File: config.mk
export PLATFORM = sky130hd
export DESIGN_NAME = hdmi_fb_scanout
export DESIGN_NICKNAME = d
export VERILOG_FILES = /design/src/rtl/hdmi_fb_scanout.sv
export SDC_FILE = /design/constraint.sdc
export NUM_CORES = 1
export LEC_CHECK = 0
export CORE_UTILIZATION = 30
export DETAILED_ROUTE_END_ITERATION = 12
export GPL_ROUTABILITY_DRIVEN = 0
export GPL_TIMING_DRIVEN = 0
export SETUP_SLACK_MARGIN = 0.2
export SLEW_MARGIN = 30
export SYNTH_ARGS = -nofsm -noshare
export SYNTH_HDL_FRONTEND = slang
export SYNTH_SLANG_ARGS = --single-unit
export TNS_END_PERCENT = 30
File: constraint.sdc
create_clock -name pixclk -period 3.1 [get_ports pixclk]
set_input_delay 0.62 -clock pixclk [delete_from_list [all_inputs] [get_ports pixclk]]
set_output_delay 0.62 -clock pixclk [all_outputs]
set_load 0.02 [all_outputs]
File: src/rtl/hdmi_fb_scanout.sv
// hdmi_fb_scanout
//   Raster timing generator and framebuffer scanner feeding the HDMI TMDS
//   encoders. It produces 640x480@60 timing on pixclk and reads a
//   double-buffered 320x240 RGB555 framebuffer from synchronous-read BRAM.
//   Each framebuffer pixel covers a 2x2 block of screen pixels. pix_data,
//   de, hsync and vsync leave aligned, 3 cycles after the raster counter
//   position they belong to.
//
// Ports
//   pixclk      pixel clock
//   reset       asynchronous, active-high
//   bank_sel    bank requested by the capture side, sampled at frame start
//   fb_rd_en    BRAM read enable (asserted over the active region)
//   fb_addr     {bank, pixel index} to BRAM
//   fb_rdata    BRAM read data, valid one cycle after fb_addr/fb_rd_en
//   pix_data    RGB555 pixel, bit 15 forced to 0, zero during blanking
//   de          active video
//   hsync       horizontal sync, asserted level SYNC_POL
//   vsync       vertical sync, asserted level SYNC_POL
//   frame_start one-cycle pulse when the counters pass (0,0)
//   cur_bank    bank being scanned in the current frame
module hdmi_fb_scanout #(
  parameter int H_ACTIVE = 640,
  parameter int H_FRONT  = 16,
  parameter int H_SYNC   = 96,
  parameter int H_BACK   = 48,
  parameter int V_ACTIVE = 480,
  parameter int V_FRONT  = 10,
  parameter int V_SYNC   = 2,
  parameter int V_BACK   = 33,
  parameter int FB_W     = 320,
  parameter int FB_H     = 240,
  parameter int ADDR_W   = 17,
  parameter bit SYNC_POL = 1'b1
) (
  input  logic              pixclk,
  input  logic              reset,
  input  logic              bank_sel,
  output logic              fb_rd_en,
  output logic [ADDR_W:0]   fb_addr,
  input  logic [15:0]       fb_rdata,
  output logic [15:0]       pix_data,
  output logic              de,
  output logic              hsync,
  output logic              vsync,
  output logic              frame_start,
  output logic              cur_bank
);

  localparam int H_TOTAL = H_ACTIVE + H_FRONT + H_SYNC + H_BACK;
  localparam int V_TOTAL = V_ACTIVE + V_FRONT + V_SYNC + V_BACK;
  localparam int CX_W    = $clog2(H_TOTAL);
  localparam int CY_W    = $clog2(V_TOTAL);

  localparam logic [CX_W-1:0] CX_LAST    = CX_W'(H_TOTAL - 1);
  localparam logic [CX_W-1:0] CX_ACT_END = CX_W'(H_ACTIVE);
  localparam logic [CX_W-1:0] CX_HS_BEG  = CX_W'(H_ACTIVE + H_FRONT);
  localparam logic [CX_W-1:0] CX_HS_END  = CX_W'(H_ACTIVE + H_FRONT + H_SYNC);
  localparam logic [CY_W-1:0] CY_LAST    = CY_W'(V_TOTAL - 1);
  localparam logic [CY_W-1:0] CY_ACT_END = CY_W'(V_ACTIVE);
  localparam logic [CY_W-1:0] CY_VS_BEG  = CY_W'(V_ACTIVE + V_FRONT);
  localparam logic [CY_W-1:0] CY_VS_END  = CY_W'(V_ACTIVE + V_FRONT + V_SYNC);
  localparam logic [ADDR_W-1:0] LINE_STEP = ADDR_W'(FB_W);

  localparam logic SYNC_ON  = SYNC_POL;
  localparam logic SYNC_OFF = ~SYNC_POL;

  // The 2x upscale and the address width only work for this geometry.
  if (FB_W * 2 != H_ACTIVE || FB_H * 2 != V_ACTIVE ||
      (64'd1 << ADDR_W) < 64'(FB_W * FB_H)) begin : g_geometry_check
    $error("hdmi_fb_scanout: framebuffer geometry does not match raster");
  end

  logic [CX_W-1:0]   cx_p0;
  logic [CY_W-1:0]   cy_p0;
  logic [ADDR_W-1:0] col_p0;
  logic [ADDR_W-1:0] line_base_p0;
  logic              active_p0, hs_p0, vs_p0, origin_p0, bank_next;
  logic [ADDR_W-1:0] pix_index_p0;
  logic              de_p1, hs_p1, vs_p1;
  logic              de_p2, hs_p2, vs_p2;
  logic              unused_rdata_msb;

  assign unused_rdata_msb = fb_rdata[15];

  assign active_p0    = (cx_p0 < CX_ACT_END) && (cy_p0 < CY_ACT_END);
  assign hs_p0        = (cx_p0 >= CX_HS_BEG) && (cx_p0 < CX_HS_END);
  assign vs_p0        = (cy_p0 >= CY_VS_BEG) && (cy_p0 < CY_VS_END);
  assign origin_p0    = (cx_p0 == '0) && (cy_p0 == '0);
  // Pixel (0,0) must already address the bank latched for this frame.
  assign bank_next    = origin_p0 ? bank_sel : cur_bank;
  assign pix_index_p0 = line_base_p0 + col_p0;

  always_ff @(posedge pixclk or posedge reset) begin
    if (reset) begin
      cx_p0        <= '0;
      cy_p0        <= '0;
      col_p0       <= '0;
      line_base_p0 <= '0;
      fb_rd_en     <= 1'b0;
      fb_addr      <= '0;
      frame_start  <= 1'b0;
      cur_bank     <= 1'b0;
      de_p1        <= 1'b0;
      hs_p1        <= 1'b0;
      vs_p1        <= 1'b0;
      de_p2        <= 1'b0;
      hs_p2        <= 1'b0;
      vs_p2        <= 1'b0;
      pix_data     <= '0;
      de           <= 1'b0;
      hsync        <= SYNC_OFF;
      vsync        <= SYNC_OFF;
    end else begin
      // ---- stage 0: raster counters and incremental address ----
      if (cx_p0 == CX_LAST) begin
        cx_p0  <= '0;
        col_p0 <= '0;
        if (cy_p0 == CY_LAST) begin
          cy_p0        <= '0;
          line_base_p0 <= '0;
        end else begin
          cy_p0 <= cy_p0 + 1'b1;
          // Two screen lines share one framebuffer line: advance after the odd one.
          if (cy_p0[0] && (cy_p0 < CY_ACT_END))
            line_base_p0 <= line_base_p0 + LINE_STEP;
        end
      end else begin
        cx_p0 <= cx_p0 + 1'b1;
        if (active_p0 && cx_p0[0])
          col_p0 <= col_p0 + 1'b1;
      end

      // ---- stage 1: BRAM request, bank latch, frame pulse ----
      fb_rd_en    <= active_p0;
      frame_start <= origin_p0;
      cur_bank    <= bank_next;
      if (active_p0)
        fb_addr <= {bank_next, pix_index_p0};
      de_p1 <= active_p0;
      hs_p1 <= hs_p0;
      vs_p1 <= vs_p0;

      // ---- stage 2: BRAM read latency ----
      de_p2 <= de_p1;
      hs_p2 <= hs_p1;
      vs_p2 <= vs_p1;

      // ---- stage 3: aligned outputs ----
      pix_data <= de_p2 ? {1'b0, fb_rdata[14:0]} : 16'h0000;
      de       <= de_p2;
      hsync    <= hs_p2 ? SYNC_ON : SYNC_OFF;
      vsync    <= vs_p2 ? SYNC_ON : SYNC_OFF;
    end
  end

endmodule
Word level (Yosys, flattened, before mapping). Index checks and enable logic that the tools add are counted.

$add $sub $neg: 5. Reduce and logical (&&, ||, !) cells: 11. Mux-type cells: 10. Magnitude comparators: 6. Equality and inequality tests: 2.

Operators with widths (number): $mux W17 (4); $add A10 B1 Y10 const B (2); $eq A10 B10 Y1 const B (2); $logic_not A10 Y1 (2); $lt A10 B10 Y1 const B (2); $lt A10 B9 Y1 const B (2); $mux W10 (2); $add A17 B1 Y17 const B (1); $add A17 B17 Y17 (1); $add A17 B9 Y17 const B (1); $mux W15 (1); $ge A10 B10 Y1 const B (1); $ge A10 B9 Y1 const B (1); $logic_and A1 B1 Y1 (6); $reduce_bool A2 Y1 (2); $mux W1 (3); $reduce_and A2 Y1 (1).

Flip-flop bits (word level): 98. Bits of input ports: 19. Word-level logic and storage cells: 51.

Depth between registers and ports, before layout. Gate-level depths: netlist (run 1).

Depth after elaboration: 5. Gate-level depth with buffers: 8.

Worst setup path after synthesis (run 1). Ideal clock, no wire load.

Kind: register -> register. Start point: register col_p0[7]. End point: register fb_addr[13]. Arrival: 1.829 ns. Clock period less this slack: 1.948 ns. Stages on the path, launching flop included: 7. Buffers on the path: 0. Path slack: 1.152 ns. Library setup time: 0.120 ns. Cell sequence: dfrtp_1 -> ha_1 -> a21oi_2 -> nor2_1 -> o311a_1 -> or3_1 -> a31o_1.

Word-level cells in the longest chain between the ends: 1.

RTL lines: start: declaration (RTL line 76) `logic [ADDR_W-1:0] col_p0;`; start signal: assignment (RTL line 131) `col_p0 <= col_p0 + 1'b1;`; $add A17 B17 Y17 (RTL line 92) `assign pix_index_p0 = line_base_p0 + col_p0;`; end signal: assignment (RTL line 139) `fb_addr <= {bank_next, pix_index_p0};`; end: declaration (RTL line 40) `output logic [ADDR_W:0] fb_addr,`.

No other way between the ends. A chain may end at the register's enable or synchronous reset.

Worst setup path in the final report (run 1).
Start point: register line_base_p0[8]. End point: register fb_addr[15].

Word-level cells in the longest chain between the ends: 1.

RTL lines: start: declaration (RTL line 77) `logic [ADDR_W-1:0] line_base_p0;`; start signal: assignment (RTL line 126) `line_base_p0 <= line_base_p0 + LINE_STEP;`; $add A17 B17 Y17 (RTL line 92).

No other way between the ends.

==> flow_metrics.env, run 1 <==
export IMPL_post_place_ws_ns=0.9391
export IMPL_multi_input_area_sq_um=1997
export IMPL_final_core_util_pct=39.66
export IMPL_post_synth_and_or_nand_nor_area_fraction_pct=22.99
export IMPL_max_freq_mhz=457.2
export IMPL_post_cts_setup_buffer_count=0
export IMPL_synth_top_area_share_pct=52.21
export IMPL_timing_hold_violations_final=0
export IMPL_post_drt_wl_per_cell_microns=13.80
export IMPL_dieHeight_microns=123.2
export IMPL_detailroute_via_count=3327
export IMPL_htreeDepth=3
export IMPL_number_of_antenna_violations_at_the_first_check_in_global_routing=0
export IMPL_first_pass_grt_wire_length_microns=15980
export IMPL_remaining_drcs=0
export IMPL_worstSetupStartpointType="register"
export IMPL_regArea_sq_um=2302
export IMPL_post_synth_instance_area_sq_um=4409
export IMPL_yosysWarnings=0
export IMPL_core_region_area_sq_um=14100
export IMPL_clock_skew_ns=0.008157
export IMPL_async_s_r_ff_share_synth_pct=100.0
export IMPL_timing_worst_setup_path_type="register to register"
export IMPL_cts_hold_repair_buffers=0
export IMPL_status="finished, final reports clean"
export IMPL_syn_instance_count=430
export IMPL_total_power_w=0.002518
export IMPL_worst_hold_path_type="register to register"
export IMPL_antennaDiodeCount=0
export IMPL_post_synthesis_to_final_layout_area_growth_pct=26.79
export IMPL_layout_nets=536
export IMPL_yosys_area_share_adder_pct=4.824
export IMPL_grt_max_degree=28
export IMPL_floorplan_initialDensity_pct=31.28
export IMPL_numPortBuffers=56
export IMPL_pin_count=59
export IMPL_tightestPinTransition_ns=0.6156
export IMPL_dp_hpwl_microns=6905
export IMPL_first_pass_iters=4
export IMPL_met1_layer_usage_reported_by_global_route_pct=17.69
export IMPL_max_clock_path_buffers=2
export IMPL_postSynthAreaPerCell_sq_um=10.25
export IMPL_postLayoutSetupSlackWorst_ns=0.9128
export IMPL_clk_transition_reported_paths_ns=0.07
export IMPL_post_synth_top_count_cell="sky130_fd_sc_hd__dfrtp_1"
export IMPL_synth_yosys_seq_area_share_pct=52.21
export IMPL_first_iter_violations=176
export IMPL_grt_overflow_total=0
export IMPL_die_width_microns=123.2
export IMPL_min_hold_slack_ns=0.3501
export IMPL_power_per_cell_area_nw_per_um2=450.4
export IMPL_synth_seq_cells=92
export IMPL_placement_rows=43
export IMPL_synth_net_count=466
export IMPL_finalCriticalPeriod_ns=2.187
export IMPL_globalRouteTotalUtil_pct=13.85
export IMPL_timing_critical_path_arrival_ns=2.41
export IMPL_netlist_top_cells_area="sky130_fd_sc_hd__dfrtp_1 52%, sky130_fd_sc_hd__ha_1 4.8%, sky130_fd_sc_hd__nand2_1 4.2%, sky130_fd_sc_hd__xnor2_1 4.2%, sky130_fd_sc_hd__o21ai_0 3.4%"
export IMPL_power_leakage_nw=2.489
export IMPL_synth_edff_count=0
export IMPL_synth_top_family_by_area="simple AND/OR/NAND/NOR gates"
export IMPL_cts_buffers=9
export IMPL_synth_compound_area_share_pct=9.648
export IMPL_grt_met2_usage_pct=21.86
export IMPL_timing_max_slew_rel_slack_pct=58.74
export IMPL_cts_sink_count=92
export IMPL_die_area_sq_um=15190
export IMPL_yosys_area_share_xor_xnor_pct=7.151
export IMPL_tns_ns=0
export IMPL_synth_mux_area_fraction_pct=0.5959
export IMPL_vias_in_the_first_global_route=3260
export IMPL_n_fill_cell=1385
export IMPL_via_per_inst=4.857
export IMPL_ys_flop_type="sky130_fd_sc_hd__dfrtp_1"
export IMPL_worstPathMaxFanout=5
export IMPL_report_final_slew_viol_count=0
export IMPL_post_cts_resized_instances=0
export IMPL_critPathRequiredTime_ns=3.33
export IMPL_category_of_the_worst_setup_path_capture_point="register"
export IMPL_detail_route_wirelength_microns=9453
export IMPL_clock_latency_ns=0.35
export IMPL_synth_top_cell_by_area="sky130_fd_sc_hd__dfrtp_1"
export IMPL_cts_root_buf="sky130_fd_sc_hd__clkbuf_16"
export IMPL_cap_viol_max_count=0
export IMPL_detail_route_antenna_nets=0
export IMPL_tritoncts_clock_tree="built"
export IMPL_crit_share_post_route_pct=70.56
export IMPL_final_layout_size_suffix_gt1_share_pct=7.723
export IMPL_synth_cell_types=55
export IMPL_synthTopCellsByCount="92 x sky130_fd_sc_hd__dfrtp_1, 49 x sky130_fd_sc_hd__nand2_1, 38 x sky130_fd_sc_hd__nor2_1"
export IMPL_max_ir_drop_vdd_v=0.0002362
export IMPL_setup_violations=0
export IMPL_globalRouteMet3Util_pct=4.613
export IMPL_grt_setup_unrepaired="false"
export IMPL_grt_most_used_layer="met2"
## cells by family after synthesis
logic type               after synthesis
buffers and inverters                 26
XOR/XNOR                              36
other                                  1
AND/OR/NAND/NOR                      191
multiplexers                           2
flip-flops                            92
AO/OA/AOI/OAI                         65
adder cells (fa/ha/maj)               17
## flip-flops by register name, indices dropped and copies added (netlist names)
signal and cells:
col_p0 17, cur_bank 1, cx_p0 10, cy_p0 10, de 1, de_p1 1
de_p2 1, fb_addr 18, frame_start 1, hs_p1 1, hs_p2 1, hsync 1
line_base_p0 11, pix_data 15, vs_p1 1, vs_p2 1, vsync 1
## per-layer routing
layer | part of all wire (%) | vias up
li1 | - | 1637
met1 | 47 | 1602
met2 | 46 | 77
met3 | 5.1 | 11
met4 | 1.7 | 0
met5 | 0 | -
## placed cells by master (no fill, tap or decap), types with 9 or more instances in the layout
| cell | count |
|---|---|
| sky130_fd_sc_hd__and3_1 | 11 |
| sky130_fd_sc_hd__nor2_1 | 38 |
| sky130_fd_sc_hd__xor2_1 | 15 |
| sky130_fd_sc_hd__dfrtp_1 | 92 |
| sky130_fd_sc_hd__o21ai_0 | 30 |
| sky130_fd_sc_hd__and2_1 | 18 |
| sky130_fd_sc_hd__nand4_1 | 11 |
| sky130_fd_sc_hd__a21oi_1 | 11 |
| sky130_fd_sc_hd__xnor2_1 | 21 |
| sky130_fd_sc_hd__clkbuf_16 | 9 |
| sky130_fd_sc_hd__clkdlybuf4s50_1 | 56 |
| sky130_fd_sc_hd__ha_1 | 17 |
| sky130_fd_sc_hd__nand2_1 | 49 |
| sky130_fd_sc_hd__nor3_1 | 14 |
| sky130_fd_sc_hd__inv_1 | 14 |
| sky130_fd_sc_hd__nand3_1 | 21 |
## per-stage QoR
stage / cell area (sq um) / cells
after global placement: 5199 / 666
after detailed placement: 5266 / 669
after global routing: 5590 / 685
after floorplan: 4413 / 430
after CTS: 5590 / 685
final: 5590 / 685
## layout make-up
class,count,area share [%]
clock inverters,6,1.701
well taps,180,4.029
clock buffers,10,4.096
multi-input cells,312,35.72
flip-flops and latches,92,41.18
plain buffers,11,0.9624
repair buffers,59,11.24
inverters,15,1.074
## path summary, 6_finish.rpt
check,to,from,cells after the start,slack (ns)
max,fb_addr[15],line_base_p0[8],6,0.91
min,hsync,hs_p2,0,0.35
max reg2reg,fb_addr[15],line_base_p0[8],6,0.91
min reg2reg,hsync,hs_p2,0,0.35
max in group asynchronous,fb_addr[14],reset,4,1.82
min in group asynchronous,cur_bank,reset,2,0.60
## worst max-delay path: stages, from the launching register on
cell                       delay, ns
sky130_fd_sc_hd__dfrtp_1        0.46
sky130_fd_sc_hd__ha_1           0.33
sky130_fd_sc_hd__o21ai_0        0.31
sky130_fd_sc_hd__o21bai_1       0.16
sky130_fd_sc_hd__a21oi_1        0.33
sky130_fd_sc_hd__o21ai_0        0.15
sky130_fd_sc_hd__a221o_1        0.31
## where the power goes
part	leakage [nW]	switching (W)	internal, W
sequential	1.20	0.00000323	0.00121
combinational	1.14	0.0000503	0.0000531
clock	0.151	0.000485	0.000715
Note: power is estimated with default switching activity, not from simulation.
==> inputs of run 2 (changes only) <==
==> constraint.sdc (replaced) <==
create_clock -name pixclk -period 2 [get_ports pixclk]
set_input_delay 0.4 -clock pixclk [delete_from_list [all_inputs] [get_ports pixclk]]
set_output_delay 0.4 -clock pixclk [all_outputs]
set_load 0.02 [all_outputs]
==> flow_metrics.env, run 2 (same netlist as run 1, synthesis figures left out) <==
export IMPL_status="finished, final reports clean"
export IMPL_drt_met1_wl_microns=4633
export IMPL_antennaDiodeCount=0
export IMPL_largest_register_ffs=18
export IMPL_finalCriticalPeriod_ns=1.926
export IMPL_dp_hpwl_microns=6905
export IMPL_max_freq_mhz=519.2
export IMPL_first_pass_grt_wire_length_microns=16750
export IMPL_crit_share_post_route_pct=96.30
export IMPL_layout_nets=553
export IMPL_finish_cell_count_without_fillers=702
export IMPL_reg2regPathDepth=7
export IMPL_worstSetupStartpointType="register"
export IMPL_numPortBuffers=56
export IMPL_detail_route_antenna_nets=0
export IMPL_die_area_sq_um=15190
export IMPL_most_common_layout_cells="77 x sky130_fd_sc_hd__dfrtp_1, 56 x sky130_fd_sc_hd__clkdlybuf4s50_1, 49 x sky130_fd_sc_hd__nand2_1"
export IMPL_final_layout_size_suffix_gt1_share_pct=18.58
export IMPL_path_cells="ha_4 -> o21ai_2 -> o21bai_2 -> a21oi_2 -> buf_4 -> o2111a_1 -> a221o_1"
export IMPL_die_width_microns=123.2
export IMPL_globalRouteTotalUtil_pct=14.50
export IMPL_cpMaxStageDelayCell="sky130_fd_sc_hd__dfrtp_2"
export IMPL_cts_sink_count=92
export IMPL_timing_hold_violations_final=0
export IMPL_number_of_antenna_violations_at_the_first_check_in_global_routing=0
export IMPL_cts_hold_repair_buffers=0
export IMPL_final_core_util_pct=42.61
export IMPL_critPathRequiredTime_ns=2.23
export IMPL_worst_hold_path_num_cells=0
export IMPL_dr_wl_met2_microns=4783
export IMPL_remaining_drcs=0
export IMPL_most_common_cell_after_layout_fill_and_taps_aside="sky130_fd_sc_hd__dfrtp_1"
export IMPL_cts_buffers=9
export IMPL_post_synthesis_to_final_layout_area_growth_pct=36.24
export IMPL_maxUsedRoutingLayer="met4"
export IMPL_post_drt_wl_per_cell_microns=14.34
export IMPL_clock_skew_ns=0.009980
export IMPL_grt_overflow_total=0
export IMPL_largest_register="fb_addr"
export IMPL_core_region_area_sq_um=14100
export IMPL_worstPathMaxFanout=6
export IMPL_detail_route_wirelength_microns=10070
export IMPL_floorplan_initialDensity_pct=31.28
export IMPL_largest_registers="fb_addr x18, col_p0 x17, pix_data x15"
export IMPL_clock_latency_ns=0.35
export IMPL_timing_worst_setup_path_type="register to register"
export IMPL_cpPeakStageDelay_ns=0.47
export IMPL_tritoncts_clock_tree="built"
export IMPL_grt_max_degree=28
export IMPL_max_ir_drop_vdd_v=0.0003439
export IMPL_vias_in_the_first_global_route=3418
export IMPL_first_pass_iters=4
export IMPL_htreeDepth=3
export IMPL_first_iter_violations=266
export IMPL_routed_wl_met3_microns=493
export IMPL_max_clock_path_buffers=2
export IMPL_placement_rows=43
export IMPL_numPlacedInstances=669
export IMPL_clk_transition_reported_paths_ns=0.07
export IMPL_power_leakage_nw=2.575
export IMPL_dieHeight_microns=123.2
export IMPL_power_per_cell_area_nw_per_um2=651.3
export IMPL_category_of_the_worst_setup_path_capture_point="register"
export IMPL_setup_violations=0
export IMPL_via_per_inst=4.902
export IMPL_cts_root_buf="sky130_fd_sc_hd__clkbuf_16"
export IMPL_detailroute_via_count=3441
export IMPL_pin_count=59
export IMPL_cap_viol_max_count=0
export IMPL_grt_setup_unrepaired="true"
export IMPL_worst_hold_path_type="register to register"
export IMPL_timing_critical_path_arrival_ns=2.15
export IMPL_report_final_slew_viol_count=0
[run 2: repair_timing]
action | 4_1_cts | 5_1_grt
setup buffers | 14 | 3
setup endpoints to repair | 54 | 53
endpoints found under the hold margin | 0 | 0
pin swaps | 17 | 9
gates resized for setup | 53 | 16
[run 2: critical path: cells and delay by family, from the launching register on]
kind | cells | cell delay (ns)
AO/OA/AOI/OAI | 5 | 0.86
flip-flops | 1 | 0.47
adder cells (fa/ha/maj) | 1 | 0.32
buffers and inverters | 1 | 0.15
[run 2: final timing paths]
check / from / end / slack [ns]
min in group asynchronous: reset / cur_bank / 0.38
setup reg to reg: line_base_p0[9] / fb_addr[15] / 0.07
setup / recovery: line_base_p0[9] / fb_addr[15] / 0.07
max in group asynchronous: reset / line_base_p0[6] / 0.93
hold reg to reg: hs_p2 / hsync / 0.35
hold / removal: hs_p2 / hsync / 0.35
[run 2: layout make-up]
cell class	count	area (sq um)
timing repair buffer	76	768.2
buffer	11	78.83
multi-input combinational	312	2226
tap	180	225.2
clock buffer	10	229.0
fill	1338	8089
sequential	92	2321
inverter	15	63.81
clock inverter	6	95.09
[run 2: power by group]
| part | internal (W) | switching [W] | leakage, nW |
|---|---|---|---|
| sequential | 0.00188 | 0.00000512 | 1.17 |
| clock | 0.00111 | 0.000760 | 0.151 |
| combinational | 0.0000831 | 0.0000784 | 1.25 |
[run 2: metal layers]
| layer | GRT usage (%) | vias to the layer above |
|---|---|---|
| li1 | - | 1666 |
| met1 | 18.21 | 1677 |
| met2 | 23.57 | 84 |
| met3 | 4.751 | 14 |
| met4 | 4.443 | 0 |
| met5 | 0 | - |
[run 2: per-stage QoR]
stage / worst slack (ns) / instance area (sq um) / setup TNS (ns) / power, W / hold slack [ns]
2_1_floorplan: 0.05150 / 4413 / 0 / 0.001984 / 0.3312
3_3_place_gp: -0.5004 / 5199 / -47.57 / 0.002065 / 0.3391
3_5_place_dp: -0.1609 / 5266 / -2.356 / 0.002083 / 0.3373
6_report: 0.07392 / 6007 / 0 / 0.003912 / 0.3494
4_1_cts: 0.09045 / 5934 / 0 / 0.003970 / 0.3529
5_1_grt: 0.009738 / 6007 / 0 / 0.004074 / 0.3611
==> inputs of run 3 (changes only) <==
--- a/config.mk
+++ b/config.mk
@@ -5,6 +5,7 @@
 export SDC_FILE = /design/constraint.sdc
 export NUM_CORES = 1
 export LEC_CHECK = 0
+export CAP_MARGIN = 15
 export CORE_UTILIZATION = 30
 export DETAILED_ROUTE_END_ITERATION = 12
 export GPL_ROUTABILITY_DRIVEN = 0
==> flow_metrics.env, run 3 (same netlist as run 1, synthesis figures left out) <==
export IMPL_max_freq_mhz=519.2
export IMPL_clk_transition_reported_paths_ns=0.07
export IMPL_critPathRequiredTime_ns=2.23
export IMPL_hold_path_startpoint="hs_p2"
export IMPL_max_clock_path_buffers=2
export IMPL_worst_hold_path_type="register to register"
export IMPL_timing_critical_path_arrival_ns=2.15
export IMPL_worstPathMaxFanout=6
export IMPL_globalRouteTotalUtil_pct=14.50
export IMPL_cap_viol_max_count=0
export IMPL_clock_skew_ns=0.009980
export IMPL_reg2reg_setup_slack_ns=0.07
export IMPL_clkPwrFrac_pct=47.8
export IMPL_largest_register="fb_addr"
export IMPL_cts_buffers=9
export IMPL_core_region_area_sq_um=14100
export IMPL_numPlacedInstances=669
export IMPL_via_per_inst=4.902
export IMPL_pin_count=59
export IMPL_min_hold_slack_ns=0.3494
export IMPL_origin_of_the_critical_flop_to_flop_path="line_base_p0[9]"
export IMPL_worst_hold_path_num_cells=0
export IMPL_globalRouteMet3Util_pct=4.751
export IMPL_grt_most_used_layer="met2"
export IMPL_cell_internal_pwr_w=0.003069
export IMPL_category_of_the_worst_setup_path_capture_point="register"
export IMPL_clock_latency_ns=0.35
export IMPL_largest_registers="fb_addr x18, col_p0 x17, pix_data x15"
export IMPL_first_pass_grt_wire_length_microns=16750
export IMPL_detail_route_antenna_nets=0
export IMPL_remaining_drcs=0
export IMPL_first_iter_violations=266
export IMPL_die_area_sq_um=15190
export IMPL_grt_setup_unrepaired="true"
export IMPL_grt_overflow_total=0
export IMPL_vias_in_the_first_global_route=3418
export IMPL_dp_hpwl_microns=6905
export IMPL_floorplan_initialDensity_pct=31.28
export IMPL_report_final_slew_viol_count=0
export IMPL_setup_violations=0
export IMPL_power_leakage_nw=2.575
export IMPL_htreeDepth=3
export IMPL_power_switching_fraction_pct=21.57
export IMPL_max_ir_drop_vdd_v=0.0003439
export IMPL_antennaDiodeCount=0
export IMPL_finalCriticalPeriod_ns=1.926
export IMPL_placement_rows=43
export IMPL_total_power_w=0.003912
export IMPL_p_seq_share_pct=48.1
export IMPL_met1_layer_usage_reported_by_global_route_pct=18.21
export IMPL_n_fill_cell=1338
export IMPL_post_synthesis_to_final_layout_area_growth_pct=36.24
export IMPL_first_pass_iters=4
export IMPL_tritoncts_clock_tree="built"
export IMPL_dieHeight_microns=123.2
export IMPL_net_switching_power_w=0.0008437
export IMPL_post_drt_wl_per_cell_microns=14.34
export IMPL_most_common_layout_cells="77 x sky130_fd_sc_hd__dfrtp_1, 56 x sky130_fd_sc_hd__clkdlybuf4s50_1, 49 x sky130_fd_sc_hd__nand2_1"
export IMPL_status="finished, final reports clean"
export IMPL_finish_cell_count_without_fillers=702
export IMPL_die_width_microns=123.2
export IMPL_worstSetupStartpointType="register"
export IMPL_detailroute_via_count=3441
export IMPL_grt_met2_usage_pct=23.57
export IMPL_grt_max_degree=28
export IMPL_timing_worst_setup_path_type="register to register"
export IMPL_final_layout_size_suffix_gt1_share_pct=18.58
export IMPL_most_common_cell_after_layout_fill_and_taps_aside="sky130_fd_sc_hd__dfrtp_1"
export IMPL_cts_hold_repair_buffers=0
export IMPL_finalInstanceArea_sq_um=6007
export IMPL_critical_path_reg2reg_endpoint="fb_addr[15]"
export IMPL_placed_cell_area_sq_um=5266
export IMPL_layout_nets=553
export IMPL_final_core_util_pct=42.61
export IMPL_numPortBuffers=56
export IMPL_cts_root_buf="sky130_fd_sc_hd__clkbuf_16"
export IMPL_detail_route_wirelength_microns=10070
export IMPL_largest_register_ffs=18
export IMPL_reg2regPathDepth=7
export IMPL_power_share_combinational_pct=4.1
export IMPL_crit_share_post_route_pct=96.30
export IMPL_min_delay_worst_endpoint="hsync"
export IMPL_number_of_antenna_violations_at_the_first_check_in_global_routing=0
export IMPL_timing_hold_violations_final=0
export IMPL_power_per_cell_area_nw_per_um2=651.3
export IMPL_cts_sink_count=92
## run 3: cell counts in the layout (fill, tap and decap cells not counted)
Identical to the previous run, type by type.
## run 3: cell type report
cell class                 instances  area (sq um)  share of cell area [%]
buffer                            11         78.83                   1.312
clock buffer                      10         229.0                   3.812
clock inverter                     6         95.09                   1.583
inverter                          15         63.81                   1.062
multi-input combinational        312          2226                   37.05
sequential                        92          2321                   38.64
tap                              180         225.2                   3.749
timing repair buffer              76         768.2                   12.79
## run 3: worst max path at each step
stage / to / cells after the start / slack, ns / from
after floorplan: fb_addr[13] / 6 / 0.05 / col_p0[7]
after global placement: pix_data[6] / 2 / -0.50 / reset
after detailed placement: fb_addr[17] / 7 / -0.16 / cy_p0[0]
after CTS: fb_addr[13] / 6 / 0.09 / line_base_p0[7]
after global routing: fb_addr[15] / 7 / 0.01 / line_base_p0[9]
final: fb_addr[15] / 7 / 0.07 / line_base_p0[9]
## run 3: timing repair
item                                    4_1_cts  5_1_grt
pin swaps                                    17        9
endpoints found under the setup margin       54       53
setup buffers                                14        3
resized for setup                            53       16
endpoints found under the hold margin         0        0
## run 3: stage by stage
step | TNS [ns] | setup slack (ns)
floorplan | 0 | 0.05150
global placement | -47.57 | -0.5004
detailed placement | -2.356 | -0.1609
CTS | 0 | 0.09045
global route | 0 | 0.009738
finish | 0 | 0.07392
## run 3: per-layer routing
layer	wire [microns]	vias to the layer above
met5	0	-
met4	157	0
met2	4783	84
met3	493	14
li1	-	1666
met1	4633	1677
## run 3: worst max-delay path, cell delays in order (launching register included)
cell	delay, ns
sky130_fd_sc_hd__dfrtp_2	0.47
sky130_fd_sc_hd__ha_4	0.32
sky130_fd_sc_hd__o21ai_2	0.07
sky130_fd_sc_hd__o21bai_2	0.19
sky130_fd_sc_hd__a21oi_2	0.12
sky130_fd_sc_hd__buf_4	0.15
sky130_fd_sc_hd__o2111a_1	0.22
sky130_fd_sc_hd__a221o_1	0.26
## run 3: power by group through the flow
stage | sequential (W) | combinational [W] | clock (W)
after CTS | 0.00188 | 0.000167 | 0.00192
after detailed placement | 0.00192 | 0.000165 | 0
after global routing | 0.00188 | 0.000177 | 0.00201
final | 0.00188 | 0.000162 | 0.00187
after global placement | 0.00192 | 0.000147 | 0
after floorplan | 0.00194 | 0.0000431 | 0
